`src/rtl/uart_status_tx.sv`:
```
`default_nettype none
// ============================================================================
// Module   : uart_status_tx
// Purpose  : Formats the RGB LED state as the 7-byte ASCII message
//            "L=RGB\r\n" and writes it byte-by-byte into the simpleuart
//            data-register write port. A message is queued by an explicit
//            request, by an LED-state change (AUTO_REPORT) and by a periodic
//            heartbeat (HEARTBEAT_CYCLES).
// Ports    : hw_clk       - system clock (12 MHz)
//            reset        - asynchronous active-high reset
//            rgb_state    - {red, green, blue} LED state
//            report_req   - single-cycle report request
//            reg_dat_we   - simpleuart data write strobe
//            reg_dat_di   - simpleuart write data (bits 31:8 always 0)
//            reg_dat_wait - simpleuart stall
//            busy         - message in progress
//            tx_done      - one-cycle pulse after the last byte is accepted
// Revision : 1.0 - initial release
// ============================================================================
module uart_status_tx #(
  parameter int          AUTO_REPORT      = 1,
  parameter int unsigned HEARTBEAT_CYCLES = 32'd12000000
) (
  input  logic        hw_clk,
  input  logic        reset,
  input  logic [2:0]  rgb_state,
  input  logic        report_req,
  output logic        reg_dat_we,
  output logic [31:0] reg_dat_di,
  input  logic        reg_dat_wait,
  output logic        busy,
  output logic        tx_done
);

  localparam logic [0:0]  S_IDLE    = 1'b0;
  localparam logic [0:0]  S_SEND    = 1'b1;
  localparam logic [2:0]  c_IDX_LAST = 3'd6;
  localparam logic        c_AUTO    = (AUTO_REPORT != 0);
  localparam logic        c_HB_EN   = (HEARTBEAT_CYCLES != 0);
  localparam logic [31:0] c_HB_LAST = c_HB_EN ? (HEARTBEAT_CYCLES - 32'd1) : 32'd0;

  logic [0:0]  r_state;
  logic        r_pending;
  logic [2:0]  r_idx;
  logic [2:0]  r_snap;
  logic [2:0]  r_last_rep;
  logic [31:0] r_hb_cnt;
  logic        r_tx_done;

  logic        w_accept;
  logic        w_capture;
  logic        w_hb_hit;
  logic        w_led_change;
  logic        w_set;
  logic [7:0]  w_byte;

  assign w_accept  = (r_state == S_SEND) && !reg_dat_wait;
  assign w_capture = (r_state == S_IDLE) && r_pending;
  assign w_hb_hit  = c_HB_EN && (r_hb_cnt == c_HB_LAST);

  // On the capture cycle last_rep is being loaded with rgb_state itself, so
  // comparing against the old value would queue a spurious duplicate report.
  assign w_led_change = c_AUTO && !w_capture && (rgb_state != r_last_rep);
  assign w_set        = report_req || w_led_change || w_hb_hit;

  // Message byte selected by the current index; LED digits are '0'/'1'.
  always_comb begin
    w_byte = 8'h00;
    case (r_idx)
      3'd0:    w_byte = 8'h4C;
      3'd1:    w_byte = 8'h3D;
      3'd2:    w_byte = {7'b0011000, r_snap[2]};
      3'd3:    w_byte = {7'b0011000, r_snap[1]};
      3'd4:    w_byte = {7'b0011000, r_snap[0]};
      3'd5:    w_byte = 8'h0D;
      3'd6:    w_byte = 8'h0A;
      default: w_byte = 8'h00;
    endcase
  end

  // Outputs decode straight from registered state, so reset removes the
  // write strobe asynchronously and the data is stable across stalls.
  assign busy       = (r_state == S_SEND);
  assign reg_dat_we = busy;
  assign reg_dat_di = busy ? {24'b0, w_byte} : 32'b0;
  assign tx_done    = r_tx_done;

  // Free-running heartbeat counter, held at zero when disabled.
  always_ff @(posedge hw_clk or posedge reset) begin
    if (reset) begin
      r_hb_cnt <= 32'd0;
    end else if (!c_HB_EN || w_hb_hit) begin
      r_hb_cnt <= 32'd0;
    end else begin
      r_hb_cnt <= r_hb_cnt + 32'd1;
    end
  end

  always_ff @(posedge hw_clk or posedge reset) begin
    if (reset) begin
      r_state    <= S_IDLE;
      r_pending  <= 1'b0;
      r_idx      <= 3'd0;
      r_snap     <= 3'd0;
      r_last_rep <= 3'd0;
      r_tx_done  <= 1'b0;
    end else begin
      // One-deep request flag; a new request wins over the capture clear.
      r_pending <= w_set || (r_pending && !w_capture);
      r_tx_done <= 1'b0;
      case (r_state)
        S_IDLE: begin
          if (r_pending) begin
            r_snap     <= rgb_state;
            r_last_rep <= rgb_state;
            r_idx      <= 3'd0;
            r_state    <= S_SEND;
          end
        end
        S_SEND: begin
          if (w_accept) begin
            if (r_idx == c_IDX_LAST) begin
              r_idx     <= 3'd0;
              r_state   <= S_IDLE;
              r_tx_done <= 1'b1;
            end else begin
              r_idx <= r_idx + 3'd1;
            end
          end
        end
        default: r_state <= S_IDLE;
      endcase
    end
  end

endmodule
`default_nettype wire

```
`config.mk`:
```
export PLATFORM = sky130hd
export DESIGN_NAME = uart_status_tx
export DESIGN_NICKNAME = d
export VERILOG_FILES = /design/src/rtl/uart_status_tx.sv
export SDC_FILE = /design/constraint.sdc
export NUM_CORES = 1
export LEC_CHECK = 0
export BUFFER_PORTS_ARGS = -buffer_cell sky130_fd_sc_hd__buf_2
export CAP_MARGIN = 10
export CORE_UTILIZATION = 30
export CTS_BUF_LIST = sky130_fd_sc_hd__clkbuf_16
export DETAILED_ROUTE_END_ITERATION = 10
export GPL_ROUTABILITY_DRIVEN = 0
export GPL_TIMING_DRIVEN = 0
export PLACE_DENSITY = 0.6
export SLEW_MARGIN = 5
export SYNTH_ARGS = -nofsm -noshare
export SYNTH_HDL_FRONTEND = slang
export SYNTH_SLANG_ARGS = --single-unit
export TNS_END_PERCENT = 5
```
`constraint.sdc`:
```
create_clock -name hw_clk -period 1.9 [get_ports hw_clk]
set_clock_uncertainty 0.2 [all_clocks]
set_input_delay 0.095 -clock hw_clk [delete_from_list [all_inputs] [get_ports hw_clk]]
set_output_delay 0.095 -clock hw_clk [all_outputs]
set_load 0.05 [all_outputs]
```
==> results.yml, run 1 <==
timing:
  setup_ws_ns: -0.0506
  max_freq_mhz: 513
  maxSlewViolCount: 0
  hold_viol_final: 0
  setup-violations-final: 4
  min_period_ns: 1.95
  fin_crit_sh: 1.03
  rsz0062_at_grt: "true"
yosys:
  ys_seq_area_frac: 0.427
  syn_area_um2: 2400
  synth_flop_cell: "dfrtp_1"
  synth_enable_flop_cells: 0
  yosysWarningCount: 0
  synth.avg_cell_area_um2: 9.45
  yosysTopAreaCell: "dfrtp_1"
  yosysUniqueCellTypes: 44
  synth_cells: 254
  async_reset_ff_frac: 1.00
  synth.area.top_cells: "dfrtp_1 43%, buf_4 8.8%, xor2_1 4.4%"
  ys_ff_latch: 41
  yosysTopAreaCellShare: 0.427
  yosysMostFrequentCell: "dfrtp_1"
  synth_top_cells_by_count: "41 x dfrtp_1, 28 x buf_4, 20 x nand2_1, 15 x nor2_1, 13 x nand4_1"
cts:
  cts-root-buf: "clkbuf_16"
  cts_buffer_depth: 2
  clk_pin_slew_ns: 0.06
  ctsHtreeMaxLevel: 2
  clock_latency_ns: 0.28
  numCtsBuffers: 5
  cts_tree: "done"
  cts.sinks: 41
setup_path:
  startpoint_type: "flip-flop"
  path_max_fanout: 6
  cp.arrival_ns: 1.95
  required_ns: 1.90
  worstSetupPathType: "reg -> reg"
  end_kind: "flip-flop"
die:
  pin_count: 42
  rows: 32
  dieWidth_um: 91.5
  initial_core_util: 0.311
  die-area_um2: 8360
  die_y_um: 91.5
  core_area_um2: 7730
power_and_ir_drop:
  ir_drop_v: 0.000614
  p_per_area_nw_per_um2: 929
  p_leak_uw: 0.00150
  power_uw: 3070
placed_design:
  placement.io_buffers: 16
  dp_hpwl_um: 3500
  dp.cells: 397
  dpl_cell_area_um2: 2730
global_routing:
  grt_use_total: 0.126
  gr-total-overflow: 0
  grt_pass1_vias: 1774
  grt_pass1_wl_um: 8330
  grt_antenna_before_repair: 0
  grt_max_degree: 23
routing:
  ant_nets: 0
  drtIter0Drc: 129
  wire_per_inst_um: 12.7
  via_per_inst: 4.68
  drt_wl_total_um: 5470
  firstDrtPassIters: 4
  drc: 0
  vias: 2021
final_layout:
  diodes: 0
  postLayoutCoreUtil: 0.428
  num-nets-final: 338
  fillCellCount: 740
  fin_cells: 432
  drive_gt1_frac: 0.385
  syn_to_final_growth_pct: 37.9
  fin_area_um2: 3310
outcome:
  violations: "negative setup slack"
  outcome: "complete, but fails checks"
flow_run:
  maxCapViolations: 0
hold_path:
  hold_path.class: "in -> async"
## metrics by stage
step                      setup slack [ns]  hold WS (ns)  TNS, ns
after floorplan                     -0.159       0.00523   -0.328
after global placement              -0.484         0.101    -4.56
after detailed placement            -0.461       -0.0682    -4.75
after CTS                          -0.0758         0.183   -0.767
after global routing                -0.107         0.211   -0.737
final                              -0.0506         0.170   -0.144
## layout by cell type, fill, tap and decap left out, drive strengths merged, types with 3 or more instances in the layout
cell,synthesis,routed
inv,4,5
or4,3,3
xnor2,11,11
nor2,15,15
nand2,20,20
xor2,12,12
nor3,7,7
dlygate4sd3,0,6
nor4b,3,3
o21ai,11,11
nand4,14,14
and3,9,9
dfrtp,41,41
mux2,3,3
conb,1,25
or2,3,3
nand3,13,13
nor2b,3,3
nor4,7,7
buf,29,72
a21oi,9,9
or3,9,9
clkbuf,5,6
and2,4,4
## kinds of logic after synthesis
family          count (synthesis)  share of synthesized area
fa+ha+maj                       2                     0.0104
other cells                     1                    0.00156
flops                          41                      0.427
buf+inv                        39                      0.110
mux                             5                     0.0224
compound gates                 27                     0.0672
simple gates                  116                      0.277
xor+xnor                       23                     0.0839
## worst paths after layout
check	from	to	slack [ns]	depth (start not counted)
max in group asynchronous	reset	r_hb_cnt[3]	0.85	4
hold / removal	reset	r_hb_cnt[0]	0.17	3
setup / recovery	r_hb_cnt[10]	r_hb_cnt[18]	-0.05	4
min in group hw_clk	r_hb_cnt[31]	r_hb_cnt[31]	0.30	1
setup reg to reg	r_hb_cnt[10]	r_hb_cnt[18]	-0.05	4
hold reg to reg	r_hb_cnt[31]	r_hb_cnt[31]	0.30	1
## routing by layer
layer / GRT usage / wire (um)
met5: 0 / 0
met2: 0.207 / 2710
met4: 0.0476 / 91
met1: 0.165 / 2540
met3: 0.0201 / 125
## where the power goes
group | leakage, uW | internal [uW] | total, uW | switching [uW]
clock | 0.0000826 | 610 | 937 | 327
combinational | 0.000902 | 383 | 1100 | 719
sequential | 0.000520 | 944 | 1040 | 90.7
## final cells by class
type,count,area (um2),area share
inverters,4,15.0,0.00454
repair buffers,49,379,0.115
clock inverters,3,37.5,0.0113
multi-input cells,198,1360,0.410
well taps,102,128,0.0385
clock buffers,5,125,0.0378
flip-flops and latches,41,1040,0.314
plain buffers,30,226,0.0684
## registers in the layout, summed over array words and instances (netlist names)
signal	flops
r_idx	3
r_pending	1
tx_done	1
r_hb_cnt	32
busy	1
r_last_rep	3
## worst max-delay path, stage by stage (launching register included)
cell and delay, ns:
dfrtp_2 0.45, nand4_4 0.15, or4_4 0.60, or3_1 0.32, a21oi_1 0.15
## repair_timing
item,in CTS,in global routing
setup buffers,17,8
pin swaps,3,10
endpoints found under the hold margin,46,0
cloned,0,1
resized for setup,24,25
hold buffers,6,0
setup endpoints to repair,23,25
Power figures use the tool's default switching activity.
==> inputs of run 2 (changes only) <==
--- a/config.mk
+++ b/config.mk
@@ -7,12 +7,14 @@
 export LEC_CHECK = 0
 export BUFFER_PORTS_ARGS = -buffer_cell sky130_fd_sc_hd__buf_2
 export CAP_MARGIN = 10
+export CELL_PAD_IN_SITES_DETAIL_PLACEMENT = 0
+export CELL_PAD_IN_SITES_GLOBAL_PLACEMENT = 2
 export CORE_UTILIZATION = 30
 export CTS_BUF_LIST = sky130_fd_sc_hd__clkbuf_16
 export DETAILED_ROUTE_END_ITERATION = 10
 export GPL_ROUTABILITY_DRIVEN = 0
 export GPL_TIMING_DRIVEN = 0
-export PLACE_DENSITY = 0.6
+export PLACE_DENSITY = 0.83
 export SLEW_MARGIN = 5
 export SYNTH_ARGS = -nofsm -noshare
 export SYNTH_HDL_FRONTEND = slang
==> run 2 against run 1 <==
Net effect:
- the run still ends with negative setup slack left
- die area stayed put
- sequential cell count is the same
- clock power is essentially flat
- sequential share of layout area fell by 0.71 points
- global-route usage rose by 1.3 points
- via count up 1.3%
- maximum frequency fell by 2.1%
==> results.yml, run 2 (same netlist as run 1, synthesis figures left out) <==
final_layout:
  largest_register: "r_hb_cnt"
  diodes: 0
  final_common_cell: "buf_4"
  fin_area_um2: 3380
  drive_gt1_frac: 0.408
  final_cell_mix: "59 x buf_4, 30 x dfrtp_1, 25 x conb_1"
  syn_to_final_growth_pct: 40.9
  num-nets-final: 346
  largest_reg_flops: 32
  top_regs: "r_hb_cnt (32), r_idx (3), r_last_rep (3)"
  postLayoutCoreUtil: 0.438
flow_run:
  maxCapViolations: 0
timing:
  tns_ns: -0.280
  setup-violations-final: 5
  rsz0062_at_grt: "true"
  hold_viol_final: 0
  setup_ws_ns: -0.0929
  min_period_ns: 1.99
  fin_crit_sh: 1.05
  max_freq_mhz: 502
  maxSlewViolCount: 0
  timing.hold.ws_ns: 0.0890
die:
  initial_core_util: 0.311
  die-area_um2: 8360
  core_area_um2: 7730
  die_y_um: 91.5
  dieWidth_um: 91.5
  pin_count: 42
  rows: 32
cts:
  cts-root-buf: "clkbuf_16"
  cts_tree: "done"
  numCtsBuffers: 5
  clock_latency_ns: 0.28
  clk_pin_slew_ns: 0.06
  cts.sinks: 41
  cts_buffer_depth: 2
  ctsHtreeMaxLevel: 2
global_routing:
  grt_antenna_before_repair: 0
  grt_use_total: 0.139
  gr-total-overflow: 0
  grt_pass1_vias: 1903
  grt_max_degree: 32
  grt_pass1_wl_um: 9080
setup_path:
  required_ns: 1.91
  worstSetupPathType: "reg -> reg"
  path_max_fanout: 5
  end_kind: "flip-flop"
  cp.arrival_ns: 2.01
  startpoint_type: "flip-flop"
placed_design:
  dp_hpwl_um: 3630
  placement.io_buffers: 16
  dpl_cell_area_um2: 2730
routing:
  ant_nets: 0
  firstDrtPassIters: 4
  wire_per_inst_um: 13.0
  drtIter0Drc: 62
  vias: 2048
  via_per_inst: 4.65
  drc: 0
  drt_wl_total_um: 5700
power_and_ir_drop:
  p_int_uw: 1910
  ir_drop_v: 0.000514
  switching_share: 0.368
  power_uw: 3020
  seqPwrFrac: 0.347
  p_sw_uw: 1110
  p_per_area_nw_per_um2: 892
  p_leak_uw: 0.00157
  clockPowerShare: 0.310
  pwr-share-comb: 0.343
hold_path:
  hold_path.class: "in -> async"
outcome:
  outcome: "complete, but fails checks"
  violations: "negative setup slack"
run 2: changes by cell type in the layout (fill, tap and decap cells not counted), moves of 2 or more:
| cell | before | now |
|---|---|---|
| buf_4 | 53 | 59 |
| nor4_2 | 1 | 3 |
| nor4_1 | 5 | 3 |
| nand3_2 | 1 | 3 |
run 2: per-layer routing:
layer	vias up	GRT usage	routed length (um)	part of all wire
li1	1016	-	-	-
met1	975	0.175	2580	0.45
met2	48	0.239	2810	0.49
met3	9	0.0276	231	0.041
met4	0	0.0437	76	0.013
met5	-	0	0	0
run 2: worst paths after layout:
kind	endpoint	from	slack, ns	cells past startpoint
max in group asynchronous	r_hb_cnt[6]	reset	0.94	4
hold reg to reg	r_hb_cnt[31]	r_hb_cnt[31]	0.30	1
setup reg to reg	r_hb_cnt[20]	r_hb_cnt[1]	-0.09	5
hold / removal	r_hb_cnt[29]	reset	0.09	3
min in group hw_clk	r_hb_cnt[31]	r_hb_cnt[31]	0.30	1
setup / recovery	r_hb_cnt[20]	r_hb_cnt[1]	-0.09	5
run 2: layout make-up:
cell class,count,area [um2]
plain buffers,32,244
clock buffers,5,125
clock inverters,3,37.5
fillers,741,4340
inverters,4,15.0
multi-input cells,198,1380
flip-flops and latches,41,1040
well taps,102,128
repair buffers,55,417
run 2: through the flow:
step	setup WS [ns]	instances
5_1_grt	-0.169	440
2_1_floorplan	-0.159	278
6_report	-0.0929	440
4_1_cts	-0.126	427
3_5_place_dp	-0.500	397
3_3_place_gp	-0.517	396
run 2: power by group through the flow:
stage                     registers, uW  logic [uW]  clock network [uW]
after floorplan                    1010         851                   0
after global placement             1010        1010                   0
after detailed placement           1010        1020                   0
after CTS                          1050        1030                 962
after global routing               1060        1100                 993
final                              1050        1030                 937
run 2: critical path: stages, from the launching register on:
cell and delay [ns]:
dfrtp_1 0.40, ha_4 0.16, nand4_1 0.13, or4_4 0.55
or3_4 0.35, a21oi_2 0.13
run 2: timing repair:
action / CTS / global route
hold buffers: 6 / 0
hold endpoints to repair: 46 / 0
pin swaps: 9 / 11
endpoints found under the setup margin: 25 / 25
cloned: 1 / 0
setup buffers: 18 / 13
resized for setup: 27 / 27
